===== config.mk =====
export PLATFORM = sky130hd
export DESIGN_NAME = usb_token_rx
export DESIGN_NICKNAME = d
export VERILOG_FILES = /design/src/rtl/usb_token_rx.sv
export SDC_FILE = /design/constraint.sdc
export NUM_CORES = 1
export LEC_CHECK = 0
export BUFFER_PORTS_ARGS = -buffer_cell sky130_fd_sc_hd__buf_2
export CORE_ASPECT_RATIO = 0.8
export CORE_MARGIN = 10
export CORE_UTILIZATION = 51
export CTS_CLUSTER_SIZE = 14
export DETAILED_ROUTE_END_ITERATION = 10
export PLACE_DENSITY = 0.73
export RECOVER_POWER = 25
export SYNTH_ARGS = -nofsm -noshare
export SYNTH_HDL_FRONTEND = slang
export SYNTH_SLANG_ARGS = --single-unit

===== constraint.sdc =====
create_clock -name clk -period 2.1 [get_ports clk]
set_clock_uncertainty 0.15 [all_clocks]
set_input_delay 0.105 -clock clk [delete_from_list [all_inputs] [get_ports clk]]
set_output_delay 0.105 -clock clk [all_outputs]
set_load 0.03 [all_outputs]

===== src/rtl/usb_token_rx.sv =====
// USB token packet receiver.
// Takes a destuffed, NRZI-decoded serial bit stream framed by SOP/EOP pulses.
// Decodes OUT/IN/SOF/SETUP tokens and reports PID-check, CRC5 and length errors.
module usb_token_rx (
  input  logic        clk,
  input  logic        rst,
  input  logic        in_sop,
  input  logic        in_bit_valid,
  input  logic        in_bit,
  input  logic        in_eop,
  output logic        tok_valid,
  output logic [3:0]  tok_pid,
  output logic [6:0]  tok_addr,
  output logic [3:0]  tok_endp,
  output logic [10:0] tok_frame,
  output logic        err_valid,
  output logic [1:0]  err_code
);

  typedef enum logic [2:0] {
    IDLE,
    PID,
    FIELD,
    WAIT_EOP,
    DROP
  } state_t;

  localparam logic [4:0] CRC_INIT     = 5'b11111;
  localparam logic [4:0] CRC_RESIDUAL = 5'b01100;
  localparam logic [1:0] ERR_NONE     = 2'b00;
  localparam logic [1:0] ERR_PID      = 2'b01;
  localparam logic [1:0] ERR_CRC      = 2'b10;
  localparam logic [1:0] ERR_LEN      = 2'b11;

  state_t      state_q, state_d;
  logic [4:0]  cnt_q, cnt_d;
  logic [7:0]  pid_sh_q, pid_sh_d;
  logic [10:0] field_sh_q, field_sh_d;
  logic [4:0]  crc_q, crc_d;
  logic [1:0]  pend_q, pend_d;
  logic        tok_valid_q, tok_valid_d;
  logic        err_valid_q, err_valid_d;
  logic [1:0]  err_code_q, err_code_d;
  logic [3:0]  tok_pid_q, tok_pid_d;
  logic [10:0] tok_field_q, tok_field_d;

  logic [7:0]  pid_byte;
  logic [4:0]  crc_next;

  // Bits arrive LSB-first, so new bits enter at the top of the shift registers.
  assign pid_byte = {in_bit, pid_sh_q[7:1]};
  assign crc_next = {crc_q[3], crc_q[2], crc_q[1] ^ crc_q[4] ^ in_bit,
                     crc_q[0], crc_q[4] ^ in_bit};

  // State and datapath registers, with synchronous reset to the idle condition.
  always_ff @(posedge clk) begin
    if (rst) begin
      state_q     <= IDLE;
      cnt_q       <= '0;
      pid_sh_q    <= '0;
      field_sh_q  <= '0;
      crc_q       <= CRC_INIT;
      pend_q      <= ERR_NONE;
      tok_valid_q <= 1'b0;
      err_valid_q <= 1'b0;
      err_code_q  <= ERR_NONE;
      tok_pid_q   <= '0;
      tok_field_q <= '0;
    end else begin
      state_q     <= state_d;
      cnt_q       <= cnt_d;
      pid_sh_q    <= pid_sh_d;
      field_sh_q  <= field_sh_d;
      crc_q       <= crc_d;
      pend_q      <= pend_d;
      tok_valid_q <= tok_valid_d;
      err_valid_q <= err_valid_d;
      err_code_q  <= err_code_d;
      tok_pid_q   <= tok_pid_d;
      tok_field_q <= tok_field_d;
    end
  end

  // Next state: SOP restarts; otherwise consume any bit first, then act on EOP.
  always_comb begin
    state_d     = state_q;
    cnt_d       = cnt_q;
    pid_sh_d    = pid_sh_q;
    field_sh_d  = field_sh_q;
    crc_d       = crc_q;
    pend_d      = pend_q;
    tok_valid_d = 1'b0;
    err_valid_d = 1'b0;
    err_code_d  = err_code_q;
    tok_pid_d   = tok_pid_q;
    tok_field_d = tok_field_q;

    if (in_sop) begin
      state_d = PID;
      cnt_d   = '0;
      pend_d  = ERR_NONE;
      crc_d   = CRC_INIT;
    end else begin
      case (state_q)
        PID: begin
          if (in_bit_valid) begin
            pid_sh_d = pid_byte;
            cnt_d    = cnt_q + 5'd1;
            if (cnt_q == 5'd7) begin
              cnt_d = '0;
              if (pid_byte[7:4] != ~pid_byte[3:0]) begin
                state_d = DROP;
                pend_d  = ERR_PID;
              end else if (pid_byte[1:0] == 2'b01) begin
                // OUT, IN, SOF and SETUP are exactly the PIDs ending in 01.
                state_d = FIELD;
                crc_d   = CRC_INIT;
              end else begin
                state_d = DROP;
              end
            end
          end
        end
        FIELD: begin
          if (in_bit_valid) begin
            if (cnt_q < 5'd11) begin
              field_sh_d = {in_bit, field_sh_q[10:1]};
            end
            crc_d = crc_next;
            cnt_d = cnt_q + 5'd1;
            if (cnt_q == 5'd15) begin
              state_d = WAIT_EOP;
              if (crc_next != CRC_RESIDUAL) begin
                pend_d = ERR_CRC;
              end
            end
          end
        end
        WAIT_EOP: begin
          if (in_bit_valid) begin
            pend_d = ERR_LEN;
          end
        end
        default: begin
        end
      endcase

      if (in_eop) begin
        case (state_d)
          PID, FIELD: begin
            err_valid_d = 1'b1;
            err_code_d  = ERR_LEN;
          end
          WAIT_EOP: begin
            if (pend_d != ERR_NONE) begin
              err_valid_d = 1'b1;
              err_code_d  = pend_d;
            end else begin
              tok_valid_d = 1'b1;
              tok_pid_d   = pid_sh_d[3:0];
              tok_field_d = field_sh_d;
            end
          end
          DROP: begin
            if (pend_d != ERR_NONE) begin
              err_valid_d = 1'b1;
              err_code_d  = pend_d;
            end
          end
          default: begin
          end
        endcase
        state_d = IDLE;
        cnt_d   = '0;
        pend_d  = ERR_NONE;
      end
    end
  end

  assign tok_valid = tok_valid_q;
  assign err_valid = err_valid_q;
  assign err_code  = err_code_q;
  assign tok_pid   = tok_pid_q;
  assign tok_addr  = tok_field_q[6:0];
  assign tok_endp  = tok_field_q[10:7];
  assign tok_frame = tok_field_q;

endmodule


; Word-level counts from Yosys, hierarchy flattened
; Index checks and enable logic that the tools add are counted.
[totals]
register_bits = 53
input_bits = 6
out_inout_bits = 30
[classes]
reduce_logical = 14
n_bitwise = 8
mux = 39
n_lt_le_gt_ge = 1
n_addsub = 1
n_eq_ne = 18
[op_table]
columns = operator, n
row1 = $mux W5, 8
row2 = $mux W11, 3
row3 = $mux W3, 7
row4 = $pmux W5 S2, 2
row5 = $mux W2, 9
row6 = $eq A3 B2 Y1 const B, 4
row7 = $ne A2 B2 Y1 const B, 5
row8 = $mux W4, 2
row9 = $reduce_and A4 Y1, 2
row10 = $eq A3 B1 Y1 const B, 2
row11 = $pmux W2 S3, 1
row12 = $pmux W3 S2, 1
row13 = $reduce_and A3 Y1, 2
row14 = $reduce_and A6 Y1, 1
row15 = $reduce_bool A2 Y1, 3
row16 = $reduce_or A2 Y1, 3
row17 = $reduce_or A3 Y1, 2
row18 = $add A5 B1 Y5 const B, 1
row19 = $eq A5 B3 Y1 const B, 1
row20 = $eq A5 B4 Y1 const B, 1
row21 = $lt A5 B4 Y1 const B, 1
row22 = $ne A5 B4 Y1 const B, 1
row23 = $mux W1, 4
row24 = $ne A4 B4 Y1, 1
row25 = other kinds (9), 14

; Depth between registers and ports, before layout
[depth]
ltp_word = 11
ltp_mapped = 10
ltp_nobuf = 8

; Worst setup path before layout
; No wires, ideal clock.
[synth_path]
kind = flip-flop to flip-flop
from = register cnt_q[0]
to = register err_code_q[0] (netlist: err_code[0])
setup_slack_ns = -0.162
n_path_buf = 0
required_time_ns = 1.855
path_stages_with_launch = 9
arrival_ns = 2.017
setup_ns = 0.095
path_cell_list = dfxtp_1 -> ha_1 -> and3_1 -> ha_1 -> a31oi_1 -> and2_1 -> nand3_1 -> a211o_1 -> a221oi_1
[synth_between]
elab_chain_len = 9
word_cells_on_any_way = 26
classes_between = eq/ne (7) / mux (14) / reduce/logical (5)
[synth_lines]
columns = element, line
row1 = "start, declared", 36  ; logic [4:0] cnt_q, cnt_d;
row2 = "start signal, assigned", 71  ; cnt_q <= cnt_d;
row3 = $eq A5 B4 Y1 or $eq A5 B3 Y1 (tied branches), "131, 109"
row4 = "$mux W3, on equally long branches", "131, 109"
row5 = "$mux W3, on equally long branches", "125, 106"
row6 = $pmux W3 S2, 104  ; case (state_q)
row7 = $mux W3, 98  ; if (in_sop) begin
row8 = "$eq A3 B3 Y1, or another cell as far along", 149  ; case (state_d)
row9 = "$reduce_or A2 Y1, on equally long branches", -
row10 = $ne A2 B1 Y1 (no line) or $reduce_bool A2 Y1 (tied branches), -
row11 = $reduce_and A4 Y1 (no line), -
row12 = "end signal, assigned", 78  ; err_code_q <= err_code_d;
row13 = "end, declared", 43  ; logic [1:0] err_code_q, err_code_d;
; Several ways; a longest one is shown, not always the timed one. The select of a mux whose other input is x is not followed.
; A chain may end at the register's enable or synchronous reset.

; Final worst setup path
[layout_path]
from = register cnt_q[1]
to = register tok_pid_q[3] (netlist: tok_pid[3])
[layout_between]
elab_chain_len = 8
word_cells_on_any_way = 18
classes_between = eq/ne (3) / mux (12) / bitwise (1) / reduce/logical (2)
[layout_lines]
columns = element, line
row1 = $eq A5 B4 Y1 or $eq A5 B3 Y1 (tied branches), "131, 109"
row2 = "$mux W2, on equally long branches", "131, 109"
row3 = "$mux W2, on equally long branches", "125, 106"
row4 = $pmux W2 S3, 104
row5 = $mux W2, 98
row6 = $reduce_bool A2 Y1, 155  ; if (pend_d != ERR_NONE) begin
row7 = $not A1 Y1 (no line), -
row8 = $reduce_and A4 Y1 (no line) (*), -
row9 = "end signal, assigned", 79  ; tok_pid_q <= tok_pid_d;
row10 = "end, declared", 44  ; logic [3:0] tok_pid_q, tok_pid_d;
; Every way passes the cells marked *; elsewhere a longest branch is shown, timed or not. The select of a mux whose other input is x is not followed.

==> run_results.csv <==
group,metric,value,unit
status,status,"finished, violations left",
status,failed_checks,"negative setup slack",
setup_path,start_kind,"flip-flop",
hold_path,hold_class,"in2reg",
floorplanning,pin_count,36,
yosys,synth_ff_type,"dfxtp_1",
final_layout,nNetsFinal,369,
yosys,synth_top_cell_by_area,"dfxtp_1",
place,gp_congestion,0.866,
pwr,p_seq_share,58.1,%
grt,grt_overflow,0,
pwr,p_int,1.34,mW
yosys,synth_top_area_share,40.0,%
grt,antenna_found_initial,1,
timing,clock.fmax,0.439,GHz
floorplanning,die-width,101,um
clock_network,clk_pin_slew,0.09,ns
drt,num_vias,2377,
timing,worst_pin_slew,0.501,ns
final_layout,drive_gt1_share,37.6,%
timing,finalMaxSlewViolations,0,
timing,fin_crit,2.28,ns
place,place_area,3140,um2
final_layout,fin_area,3550,um2
drt,drtIter0Drc,113,
pwr,p_per_area,491,nW/um2
place,dp_hpwl,4.36,mm
yosys,synth.distinct_cells,49,
yosys,yosysWarningCount,0,
final_layout,area_growth,33.9,%
grt,grt_pass1_vias,2246,
clock_network,clock_latency,0.31,ns
grt,track_usage,15.7,%
timing,layout_setup_ws,-0.176,ns
place,portBuffers,35,
final_layout,fillCellCount,375,
clock_network,cts_max_level,2,
yosys,ys_seq_area_share,40.0,%
yosys,avgSynthCellArea,9.14,um2
timing,rsz0062_at_grt,"true",
yosys,synth-async-reset-ratio,0,%
yosys,ys_top_cells_by_area,"dfxtp_1 (40%), mux2i_1 (8.7%), a21oi_1 (6.6%)",
clock_network,cts.sinks,53,
setup_path,crit_type,"reg2reg",
drt,via_per_inst,5.59,
clock_network,clockRootBuffer,"clkbuf_8",
grt,grt_pass1_wl,11.2,mm
pwr,pwr-share-comb,5.6,%
pwr,p_total,1.74,mW
clock_network,cts_buffers,5,
floorplanning,die_y,84.5,um
floorplanning,row_count,23,
setup_path,critPathArrivalTime,2.34,ns
yosys,synth_area,2650,um2
yosys,synth_edf_count,0,
run,drv_cap,0,
floorplanning,dieArea,8500,um2
drt,drt_pre_antenna_iters,4,
drt,drc_errors,0,
pwr,power_leakage,1.33,nW
timing,holdWs,0.0506,ns
pwr,p_sw_share,22.8,%
drt,ant_nets,0,
grt,grt_max_degree,41,
yosys,synth-seq-cells,53,
final_layout,final_cell_mix,"dfxtp_1 (48), buf_4 (44), nor2_1 (29), nand2_1 (28), mux2i_1 (23)",
floorplanning,core_area,5010,um2
pwr,ir_drop,0.000374,V
clock_network,clk_path_buf_depth,2,
timing,finalHoldViolCount,0,
timing,setup_viol_count_final,18,
timing,relSlewSlack,66.6,%
drt,wirelength,7.18,mm
floorplanning,initial_core_util,52.9,%
timing,timing.final.crit_share,108,%
final_layout,post-route-util,70.9,%
yosys,syn_inst,290,
pwr,clkPwrFrac,36.3,%
pwr,switchingPower,0.396,mW
drt,wl_per_cell,16.9,um
setup_path,end_kind,"flip-flop",
clock_network,cts_tree,"yes",
setup_path,reg2reg_slack,-0.18,ns
final_layout,final_common_cell,"dfxtp_1",
setup_path,required,2.17,ns
setup_path,crit_path_max_fanout,6,
yosys,syn_nets,298,
[logic make-up (layout without fill, tap and decap cells)]
logic type	after synthesis	after routing	share of synthesized area [%]
flops	53	53	40.0
simple gates	99	99	19.1
buf+inv	32	104	7.46
other cells	0	1	0
mux	23	23	8.69
compound gates	71	71	20.5
xor+xnor	10	10	3.31
fa+ha+maj	2	2	0.944
[Yosys cell counts (2+ instances only)]
cell and count:
ha_1 2, nor2_1 29, a311oi_1 5, a21o_1 2, nor2b_1 4, o21ai_0 6, or3_1 2, a21oi_1 35
nand2b_1 4, clkbuf_1 9, and3_1 2, buf_4 15, a221oi_1 2, nor3_1 8, nand3_1 5, buf_6 2
a311oi_2 10, dfxtp_1 53, buf_2 5, xor2_1 9, mux2i_1 23, nand2_1 29, and2_1 3
[path summary, 6_finish.rpt]
path | startpoint | endpoint | depth (start not counted)
worst max-delay path | cnt_q[1]$_SDFFE_PP0P_ | tok_pid[3]$_SDFFE_PP0P_ | 10
worst min-delay path | in_bit | pid_sh_q[7]$_SDFFE_PP0P_ | 3
worst max register to register | cnt_q[1]$_SDFFE_PP0P_ | tok_pid[3]$_SDFFE_PP0P_ | 10
worst min register to register | field_sh_q[2]$_SDFFE_PP0N_ | field_sh_q[2]$_SDFFE_PP0N_ | 2
[area by class of cell]
class / instances / area, um2 / share of cell area (%)
multi-input combinational: 205 / 1580 / 44.4
timing repair buffer: 95 / 721 / 20.3
tap: 62 / 77.6 / 2.19
clock inverter: 1 / 5.00 / 0.141
antenna: 1 / 2.50 / 0.0705
inverter: 1 / 3.75 / 0.106
clock buffer: 7 / 96.3 / 2.72
sequential: 53 / 1070 / 30.1
[per-layer routing]
layer | track usage, % | routed length (um) | part of all wire (%)
met4 | 3.97 | 140 | 2.0
met2 | 24.8 | 3390 | 47
met3 | 4.42 | 537 | 7.5
met1 | 20.4 | 3110 | 43
met5 | 0 | 0 | 0
[worst max-delay path, stage by stage (launching register included)]
cell	delay [ns]
dfxtp_2	0.37
ha_4	0.17
and3_4	0.20
ha_4	0.14
a31oi_4	0.08
and2_4	0.19
nor4_4	0.29
buf_4	0.20
buf_16	0.13
a21oi_2	0.05
a311oi_2	0.23
[power groups by stage]
stage	clock, mW	combinational [mW]	sequential [mW]
floorplan	0	0.0516	1.04
global placement	0	0.0823	1.03
detailed placement	0	0.0830	1.03
CTS	0.642	0.0907	1.01
global route	0.690	0.105	1.01
finish	0.631	0.0981	1.01
[stage by stage]
stage	std cells	setup slack (ns)	setup TNS [ns]
detailed placement	394	-0.192	-1.90
CTS	416	-0.100	-1.17
global route	425	-0.263	-3.91
global placement	394	-0.110	-0.690
floorplan	290	-0.0231	-0.103
finish	425	-0.176	-2.22
[repair_timing]
item	in CTS	in global routing
setup buffers	8	8
resized for setup	15	15
pin swaps	12	13
setup endpoints to repair	18	30
hold buffers	3	0
gates cloned	3	2
endpoints found under the hold margin	2	0
[flip-flops by register name, summed over array words and instances (netlist names)]
signal and cells:
pid_sh_q 8, state_q 3, pend_q 2, cnt_q 5
err_code 2, tok_valid 1, crc_q 5, field_sh_q 11
tok_frame 11, tok_pid 4, err_valid 1
(Power assumes the default switching activity.)
